## src/rtl/alu_sequencer_pkg.sv

```systemverilog
// alu_sequencer_pkg: shared definitions for the ALU command sequencer.
//   - OP_W / DATA_W / RES_W / SEL_W / CNT_W : bus widths
//   - RA_SEL / RB_SEL / RZ_SEL             : bit positions in register_select
//   - state_t                              : sequencer state encoding
//   - sel_bit()                            : one-hot strobe for a select index
package alu_sequencer_pkg;

  localparam int OP_W   = 4;
  localparam int DATA_W = 32;
  localparam int RES_W  = 64;
  localparam int SEL_W  = 16;
  localparam int CNT_W  = 4;

  localparam int RA_SEL = 0;
  localparam int RB_SEL = 1;
  localparam int RZ_SEL = 2;

  typedef enum logic [2:0] {
    ST_IDLE   = 3'd0,
    ST_LOAD_A = 3'd1,
    ST_LOAD_B = 3'd2,
    ST_EXEC   = 3'd3,
    ST_CAPT   = 3'd4,
    ST_RESP   = 3'd5
  } state_t;

  function automatic logic [SEL_W-1:0] sel_bit(input int idx);
    sel_bit = SEL_W'(1) << idx;
  endfunction

endpackage

```

## src/rtl/alu_sequencer_if.sv

```systemverilog
// alu_sequencer_if: command, response and datapath-control signals of the
// ALU sequencer.
//   slave  : the sequencer (accepts commands, drives datapath and response)
//   master : the environment (issues commands, supplies rz_data, takes results)
interface alu_sequencer_if;
  import alu_sequencer_pkg::*;

  logic                cmd_valid;
  logic                cmd_ready;
  logic [OP_W-1:0]     cmd_op;
  logic [DATA_W-1:0]   cmd_a;
  logic [DATA_W-1:0]   cmd_b;
  logic [OP_W-1:0]     op_select;
  logic [SEL_W-1:0]    register_select;
  logic [DATA_W-1:0]   register_in;
  logic [RES_W-1:0]    rz_data;
  logic                rsp_valid;
  logic                rsp_ready;
  logic [RES_W-1:0]    rsp_result;
  logic                rsp_error;
  logic                busy;

  modport slave (
    input  cmd_valid, cmd_op, cmd_a, cmd_b, rz_data, rsp_ready,
    output cmd_ready, op_select, register_select, register_in,
           rsp_valid, rsp_result, rsp_error, busy
  );

  modport master (
    output cmd_valid, cmd_op, cmd_a, cmd_b, rz_data, rsp_ready,
    input  cmd_ready, op_select, register_select, register_in,
           rsp_valid, rsp_result, rsp_error, busy
  );

endinterface

```

## src/rtl/alu_sequencer_wait_counter.sv

```systemverilog
// alu_seq_wait_counter: 4-bit loadable down-counter with a zero flag.
//   clock, clear(async active-low)
//   load     : load load_val (has priority over dec)
//   dec      : decrement, holding at zero
//   load_val : value to load
//   zero     : count is zero
module alu_seq_wait_counter
  import alu_sequencer_pkg::*;
(
  input  logic             clock,
  input  logic             clear,
  input  logic             load,
  input  logic             dec,
  input  logic [CNT_W-1:0] load_val,
  output logic             zero
);

  logic [CNT_W-1:0] cnt_p0;

  always_ff @(posedge clock or negedge clear) begin
    if (!clear) begin
      cnt_p0 <= '0;
    end else if (load) begin
      cnt_p0 <= load_val;
    end else if (dec && (cnt_p0 != '0)) begin
      cnt_p0 <= cnt_p0 - 1'b1;
    end
  end

  assign zero = (cnt_p0 == '0);

endmodule

```

## src/rtl/alu_sequencer.sv

```systemverilog
// alu_sequencer: accepts one ALU command over a valid/ready handshake, walks
// the datapath through load-A, load-B, execute and capture-Z, then returns
// the 64-bit Z register over a second valid/ready handshake.
//   clock : rising-edge clock
//   clear : asynchronous active-low reset
//   bus   : alu_sequencer_if.slave (cmd_*, rsp_*, op_select, register_select,
//           register_in, rz_data, busy)
// Parameters: EXEC_CYCLES (1..15) cycles op_select is held before capture;
//             NUM_OPS number of legal opcodes.
// Macro ALU_SEQ_ILLEGAL_OP_EN: opcodes >= NUM_OPS skip the datapath and answer
// with rsp_error=1, rsp_result=0. Without it every opcode is sequenced and
// rsp_error stays 0.
module alu_sequencer
  import alu_sequencer_pkg::*;
#(
  parameter int EXEC_CYCLES = 1,
  parameter int NUM_OPS     = 12
) (
  input  logic            clock,
  input  logic            clear,
  alu_sequencer_if.slave  bus
);

  state_t            state_p0, next_state;
  logic [OP_W-1:0]   op_p0;
  logic [DATA_W-1:0] a_p0;
  logic [DATA_W-1:0] b_p0;
  logic              accept;
  logic              cnt_load;
  logic              cnt_dec;
  logic              cnt_zero;

  assign accept = (state_p0 == ST_IDLE) && bus.cmd_valid;

`ifdef ALU_SEQ_ILLEGAL_OP_EN
  logic illegal;
  logic err_p0;

  assign illegal = (int'(bus.cmd_op) >= NUM_OPS);

  always_ff @(posedge clock or negedge clear) begin
    if (!clear) begin
      err_p0 <= 1'b0;
    end else if (accept) begin
      err_p0 <= illegal;
    end
  end
`endif

  always_ff @(posedge clock or negedge clear) begin
    if (!clear) begin
      state_p0 <= ST_IDLE;
      op_p0    <= '0;
      a_p0     <= '0;
      b_p0     <= '0;
    end else begin
      state_p0 <= next_state;
      // Operands are captured once; the producer may change them afterwards.
      if (accept) begin
        op_p0 <= bus.cmd_op;
        a_p0  <= bus.cmd_a;
        b_p0  <= bus.cmd_b;
      end
    end
  end

  // Loaded in LOAD_B so the count reaches zero on the last EXEC cycle.
  alu_seq_wait_counter u_wait (
    .clock    (clock),
    .clear    (clear),
    .load     (cnt_load),
    .dec      (cnt_dec),
    .load_val (CNT_W'(EXEC_CYCLES - 1)),
    .zero     (cnt_zero)
  );

  always_comb begin
    next_state          = state_p0;
    bus.cmd_ready       = 1'b0;
    bus.op_select       = op_p0;
    bus.register_select = '0;
    bus.register_in     = '0;
    bus.rsp_valid       = 1'b0;
    bus.rsp_result      = '0;
    bus.rsp_error       = 1'b0;
    bus.busy            = 1'b1;
    cnt_load            = 1'b0;
    cnt_dec             = 1'b0;

    case (state_p0)
      ST_IDLE: begin
        bus.cmd_ready = 1'b1;
        bus.busy      = 1'b0;
        bus.op_select = '0;
        if (bus.cmd_valid) begin
`ifdef ALU_SEQ_ILLEGAL_OP_EN
          next_state = illegal ? ST_RESP : ST_LOAD_A;
`else
          next_state = ST_LOAD_A;
`endif
        end
      end
      ST_LOAD_A: begin
        bus.register_in     = a_p0;
        bus.register_select = sel_bit(RA_SEL);
        next_state          = ST_LOAD_B;
      end
      ST_LOAD_B: begin
        bus.register_in     = b_p0;
        bus.register_select = sel_bit(RB_SEL);
        cnt_load            = 1'b1;
        next_state          = ST_EXEC;
      end
      ST_EXEC: begin
        cnt_dec = 1'b1;
        if (cnt_zero) begin
          next_state = ST_CAPT;
        end
      end
      ST_CAPT: begin
        bus.register_select = sel_bit(RZ_SEL);
        next_state          = ST_RESP;
      end
      ST_RESP: begin
        bus.rsp_valid = 1'b1;
`ifdef ALU_SEQ_ILLEGAL_OP_EN
        bus.rsp_error  = err_p0;
        bus.rsp_result = err_p0 ? '0 : bus.rz_data;
`else
        bus.rsp_result = bus.rz_data;
`endif
        if (bus.rsp_ready) begin
          next_state = ST_IDLE;
        end
      end
      default: begin
        next_state = ST_IDLE;
      end
    endcase
  end

endmodule

```

## src/flat_wrapper.sv

```systemverilog
// flat-port wrapper written by rule: the top's interface ports become plain ports
module alu_sequencer_flat import alu_sequencer_pkg::*;
#(
  parameter int EXEC_CYCLES = 1,
  parameter int NUM_OPS     = 12
)
  (clock, clear, bus_cmd_valid, bus_cmd_op, bus_cmd_a, bus_cmd_b, bus_rz_data, bus_rsp_ready, bus_cmd_ready, bus_op_select, bus_register_select, bus_register_in, bus_rsp_valid, bus_rsp_result, bus_rsp_error, bus_busy);
  alu_sequencer_if bus_i ();
  input  logic clock;
  input  logic clear;
  input wire logic [$bits(bus_i.cmd_valid)-1:0] bus_cmd_valid;
  input wire logic [$bits(bus_i.cmd_op)-1:0] bus_cmd_op;
  input wire logic [$bits(bus_i.cmd_a)-1:0] bus_cmd_a;
  input wire logic [$bits(bus_i.cmd_b)-1:0] bus_cmd_b;
  input wire logic [$bits(bus_i.rz_data)-1:0] bus_rz_data;
  input wire logic [$bits(bus_i.rsp_ready)-1:0] bus_rsp_ready;
  output wire logic [$bits(bus_i.cmd_ready)-1:0] bus_cmd_ready;
  output wire logic [$bits(bus_i.op_select)-1:0] bus_op_select;
  output wire logic [$bits(bus_i.register_select)-1:0] bus_register_select;
  output wire logic [$bits(bus_i.register_in)-1:0] bus_register_in;
  output wire logic [$bits(bus_i.rsp_valid)-1:0] bus_rsp_valid;
  output wire logic [$bits(bus_i.rsp_result)-1:0] bus_rsp_result;
  output wire logic [$bits(bus_i.rsp_error)-1:0] bus_rsp_error;
  output wire logic [$bits(bus_i.busy)-1:0] bus_busy;
  assign bus_i.cmd_valid = bus_cmd_valid;
  assign bus_i.cmd_op = bus_cmd_op;
  assign bus_i.cmd_a = bus_cmd_a;
  assign bus_i.cmd_b = bus_cmd_b;
  assign bus_i.rz_data = bus_rz_data;
  assign bus_i.rsp_ready = bus_rsp_ready;
  assign bus_cmd_ready = bus_i.cmd_ready;
  assign bus_op_select = bus_i.op_select;
  assign bus_register_select = bus_i.register_select;
  assign bus_register_in = bus_i.register_in;
  assign bus_rsp_valid = bus_i.rsp_valid;
  assign bus_rsp_result = bus_i.rsp_result;
  assign bus_rsp_error = bus_i.rsp_error;
  assign bus_busy = bus_i.busy;
  alu_sequencer #(.EXEC_CYCLES(EXEC_CYCLES), .NUM_OPS(NUM_OPS)) u_core (.clock(clock), .clear(clear), .bus(bus_i));
endmodule
```

## config.mk

```make
export PLATFORM = sky130hd
export DESIGN_NAME = alu_sequencer_flat
export DESIGN_NICKNAME = d
export VERILOG_FILES = /design/src/rtl/alu_sequencer_pkg.sv /design/src/rtl/alu_sequencer_if.sv /design/src/rtl/alu_sequencer_wait_counter.sv /design/src/rtl/alu_sequencer.sv /design/src/flat_wrapper.sv
export SDC_FILE = /design/constraint.sdc
export NUM_CORES = 1
export LEC_CHECK = 0
export CAP_MARGIN = 40
export CORE_ASPECT_RATIO = 0.75
export CORE_MARGIN = 1.5
export CORE_UTILIZATION = 33
export CTS_CLUSTER_DIAMETER = 50
export DETAILED_ROUTE_END_ITERATION = 8
export PLACE_DENSITY = 0.75
export REMOVE_ABC_BUFFERS = 1
export SLEW_MARGIN = 20
export SYNTH_ARGS = -nofsm -noshare
export SYNTH_HDL_FRONTEND = slang
export SYNTH_HIERARCHICAL = 1
export SYNTH_SLANG_ARGS = --single-unit
```

## constraint.sdc

```tcl
create_clock -name clock -period 1.7 [get_ports clock]
set_input_delay 0.255 -clock clock [delete_from_list [all_inputs] [get_ports clock]]
set_output_delay 0.255 -clock clock [all_outputs]
set_load 0.01 [all_outputs]
```

==> results of run 1 <==
## stage by stage
stage | util, % | cell area (um2) | hold WS (ps) | power, mW
after floorplan | - | 3780 | -40.6 | 5.57
after global placement | 56.7 | 6630 | 182 | 8.02
after detailed placement | 56.7 | 6630 | 188 | 8.19
after CTS | 63.7 | 7450 | 372 | 11.2
after global routing | 66.8 | 7820 | 406 | 12.6
final | 66.8 | 7820 | 392 | 12.0
## cell usage in the layout, fill, tap and decap left out, types with 3 or more instances in the layout
cell             synthesis  layout
a21oi_1                  3       3
a22oi_1                 32       4
a22oi_2                  0      28
and2_1                  64      43
and2_4                   0      21
buf_12                   0      11
buf_16                   0       8
buf_2                    6      74
buf_4                   18      15
buf_6                    2      49
buf_8                    2       5
clkbuf_16                0      13
clkbuf_2                 1       3
clkdlybuf4s50_1          0     134
clkinvlp_4               0       3
conb_1                   1      18
dfrtp_1                 75      73
diode_2                  0       3
inv_1                    4       3
mux2_4                   0      68
nand2_1                  5       5
nor2_1                  36      35
nor2b_4                  0       5
nor3_1                   4       3
o21ai_0                  5       5
## routing by layer
layer / wire, um / GRT usage [%] / share of wire [%]
met5: 0 / 0 / 0
met4: 293 / 7.18 / 1.9
met3: 919 / 4.99 / 5.8
met2: 8200 / 40.7 / 52
met1: 6390 / 28.2 / 40
## cell type report
type | instances | area, um2 | area share [%]
Tap cell | 162 | 203 | 2.59
Clock inverter | 6 | 41.3 | 0.528
Timing Repair Buffer | 304 | 3020 | 38.6
Antenna cell | 3 | 7.51 | 0.0961
Sequential cell | 75 | 1880 | 24.0
Inverter | 5 | 18.8 | 0.240
Multi-Input combinational cell | 257 | 2420 | 31.0
Clock buffer | 10 | 229 | 2.93
## cell families (layout without fill, tap and decap cells)
kind of cell               count (synthesis)  after routing  synth area share [%]
and+or+nand+nor                          126            126                  18.1
DFF                                       75             75                  47.0
AOI/OAI and AO/OA                         44             44                  7.99
other                                      1             21                0.0939
muxes                                     68             68                  19.2
adders and majority gates                  1              1                 0.313
buffers and inverters                     48            325                  7.36
## timing repair
action	CTS	global route
setup endpoints to repair	175	177
hold buffers	1	0
cloned	14	5
hold endpoints to repair	25	0
gates resized for setup	494	145
setup buffers	22	14
pin swaps	23	47
## worst max-delay path, delay by kind of cell (launching register included)
| kind | cells | cell delay, ps |
|---|---|---|
| and+or+nand+nor | 2 | 280 |
| AOI/OAI and AO/OA | 1 | 90 |
| DFF | 1 | 430 |
| buffers and inverters | 4 | 560 |
## power by group through the flow
stage	Sequential, mW	Clock [mW]	Combinational [mW]
floorplan	3.15	0	2.42
global placement	3.15	0	4.87
detailed placement	3.22	0	4.96
CTS	3.30	1.75	6.10
global route	3.52	1.84	7.24
finish	3.43	1.72	6.81
## synthesized netlist by cell type (all sizes together), types with 3 or more instances
| library cell | number |
|---|---|
| clkbuf | 15 |
| nor2b | 7 |
| dfrtp | 75 |
| nor2 | 36 |
| a22oi | 32 |
| buf | 28 |
| inv | 5 |
| o21ai | 5 |
| nor3b | 5 |
| a21oi | 3 |
| nor3 | 4 |
| mux2 | 68 |
| and2 | 64 |
| nand2 | 5 |
## registers in the layout, indices dropped and copies added, names as in the netlist
signal	flops
u_core/op_p0	4
u_core/b_p0	32
u_core/state_p0	3
u_core/a_p0	32
u_core/u_wait/cnt_p0	4
## worst max-delay path by stage
stage	endpoint	from	cells after the start
3_5_place_dp	bus_rsp_result[51]	u_core/state_p0[1]	4
5_1_grt	bus_register_in[20]	u_core/state_p0[0]	7
6_report	bus_register_in[18]	u_core/state_p0[0]	7
4_1_cts	bus_register_in[21]	u_core/state_p0[0]	7
3_3_place_gp	bus_rsp_result[51]	u_core/state_p0[1]	4
2_1_floorplan	bus_rsp_result[0]	u_core/state_p0[2]	2
==> out/qor.txt, run 1 <==
outcome -> complete, but fails checks
violated checks -> setup timing
initial antenna violation count -> 3
Peak VDD IR -> 0.000810 V
worst-path cell chain -> buf_6 > nor2b_4 > buf_6 > buf_16 > a22oi_1 > nor2_1 > buf_2
Placement Setup Slack -> -257 ps
Skew-Pair Late Insertion Delay -> 330 ps
Initial Util -> 34.1%
largest net degree at the start of global routing -> 37
clock period minus worst slack -> 1950 ps
Cell Area, Synth -> 3990 um2
Worst Setup Start Kind -> flip-flop
register area share after synthesis -> 47.0%
async set-reset flop share out of synthesis -> 100%
hold crit path type -> input port to asynchronous set/reset pin
switching share of power -> 35.4%
ys flop type -> dfrtp_1
PwrDens -> 1530 nW/um2
slowest CP cell -> dfrtp_2
via count -> 3868
register bit total from synthesis -> 75
total CTS buffers -> 9
DR WL/cell -> 19.2 um
P_leak -> 3.65 nW
Root Driver -> clkbuf_16
setup TNS -> -29530 ps
Sw Pwr -> 4.23 mW
Syn Inst Count -> 363
Top Ports -> 256
Internal -> 7.73 mW
final worst setup slack -> -252 ps
height of the die -> 98.3 um
post-synthesis cell type count -> 34
post-synth top area share -> 47.0%
critical path arrival -> 1700 ps
via density per instance -> 4.71
routed wire length -> 15800 um
reg-to-reg slack, setup -> -240 ps
Gate power share -> 56.9%
final setup fails -> 171
drt first pass iters -> 4
Layout Cells excl Fill -> 822
synth-to-layout area growth -> 95.7%
clk sinks -> 75
Layout fillers -> 859
CTS Buffer Depth -> 2
Peak Freq -> 512 MHz
Crit path required time -> 1440 ps
EDFF count, synth -> 0
Synth area leader -> dfrtp_1
RSZ-0062 raised after global routing -> true
critical path's largest stage delay -> 430 ps
CTS tree -> done
Synth area leaders -> dfrtp_1 (47%), mux2_2 (14%), and2_1 (10%), a22oi_1 (6.0%), mux2_1 (5.6%)
clock network power share -> 14.4%
DIE WIDTH -> 130 um
Avg Inst Size Synth -> 11.0 um2
Final Hold Violating Endpoints -> 0
H-tree Lvls -> 3
reg2reg end -> u_core/b_p0[1]
vias in the first global route -> 4103
r2r worst-path depth -> 8
Clk pin slew, worst setup/hold paths -> 60 ps
share of layout cells above drive strength 1 -> 48.6%
Detail Route Antenna Nets -> 0
synth warn -> 6
Final Max Slew Viols -> 0
CORE AREA -> 11700 um2
crit path kind -> flip-flop to output pin
Sequential Power Share -> 28.7%
Row Count -> 34
most used cell, CP -> buf_6
maxcap violations -> 0
first-pass GRT wire length -> 22200 um
Critical Path End Type -> output pin
skew final -> 5.37 ps
Starting DRT DRC Count -> 188
DR DRC count -> 0
GP Congestion -> 0.765
global route overflow -> 0
total die area -> 12800 um2
IO Port Bufs -> 241
worst r2r src -> u_core/state_p0[0]
Nets -> 789
hpwl dp -> 9400 um
Tcrit/Tclk final -> 115%
CP Max Fanout -> 8
Post-Place Cells -> 759
Overall Global Routing Usage -> 23.2%
(Power assumes the default switching activity.)
==> run 2: changes to the inputs <==
--- a/config.mk
+++ b/config.mk
@@ -5,6 +5,7 @@
 export SDC_FILE = /design/constraint.sdc
 export NUM_CORES = 1
 export LEC_CHECK = 0
+export ABC_CLOCK_PERIOD_IN_PS = 1700
 export CAP_MARGIN = 40
 export CORE_ASPECT_RATIO = 0.75
 export CORE_MARGIN = 1.5
==> results of run 2 <==
Same layout as run 1: the final DEF is identical, and so are final timing and power.
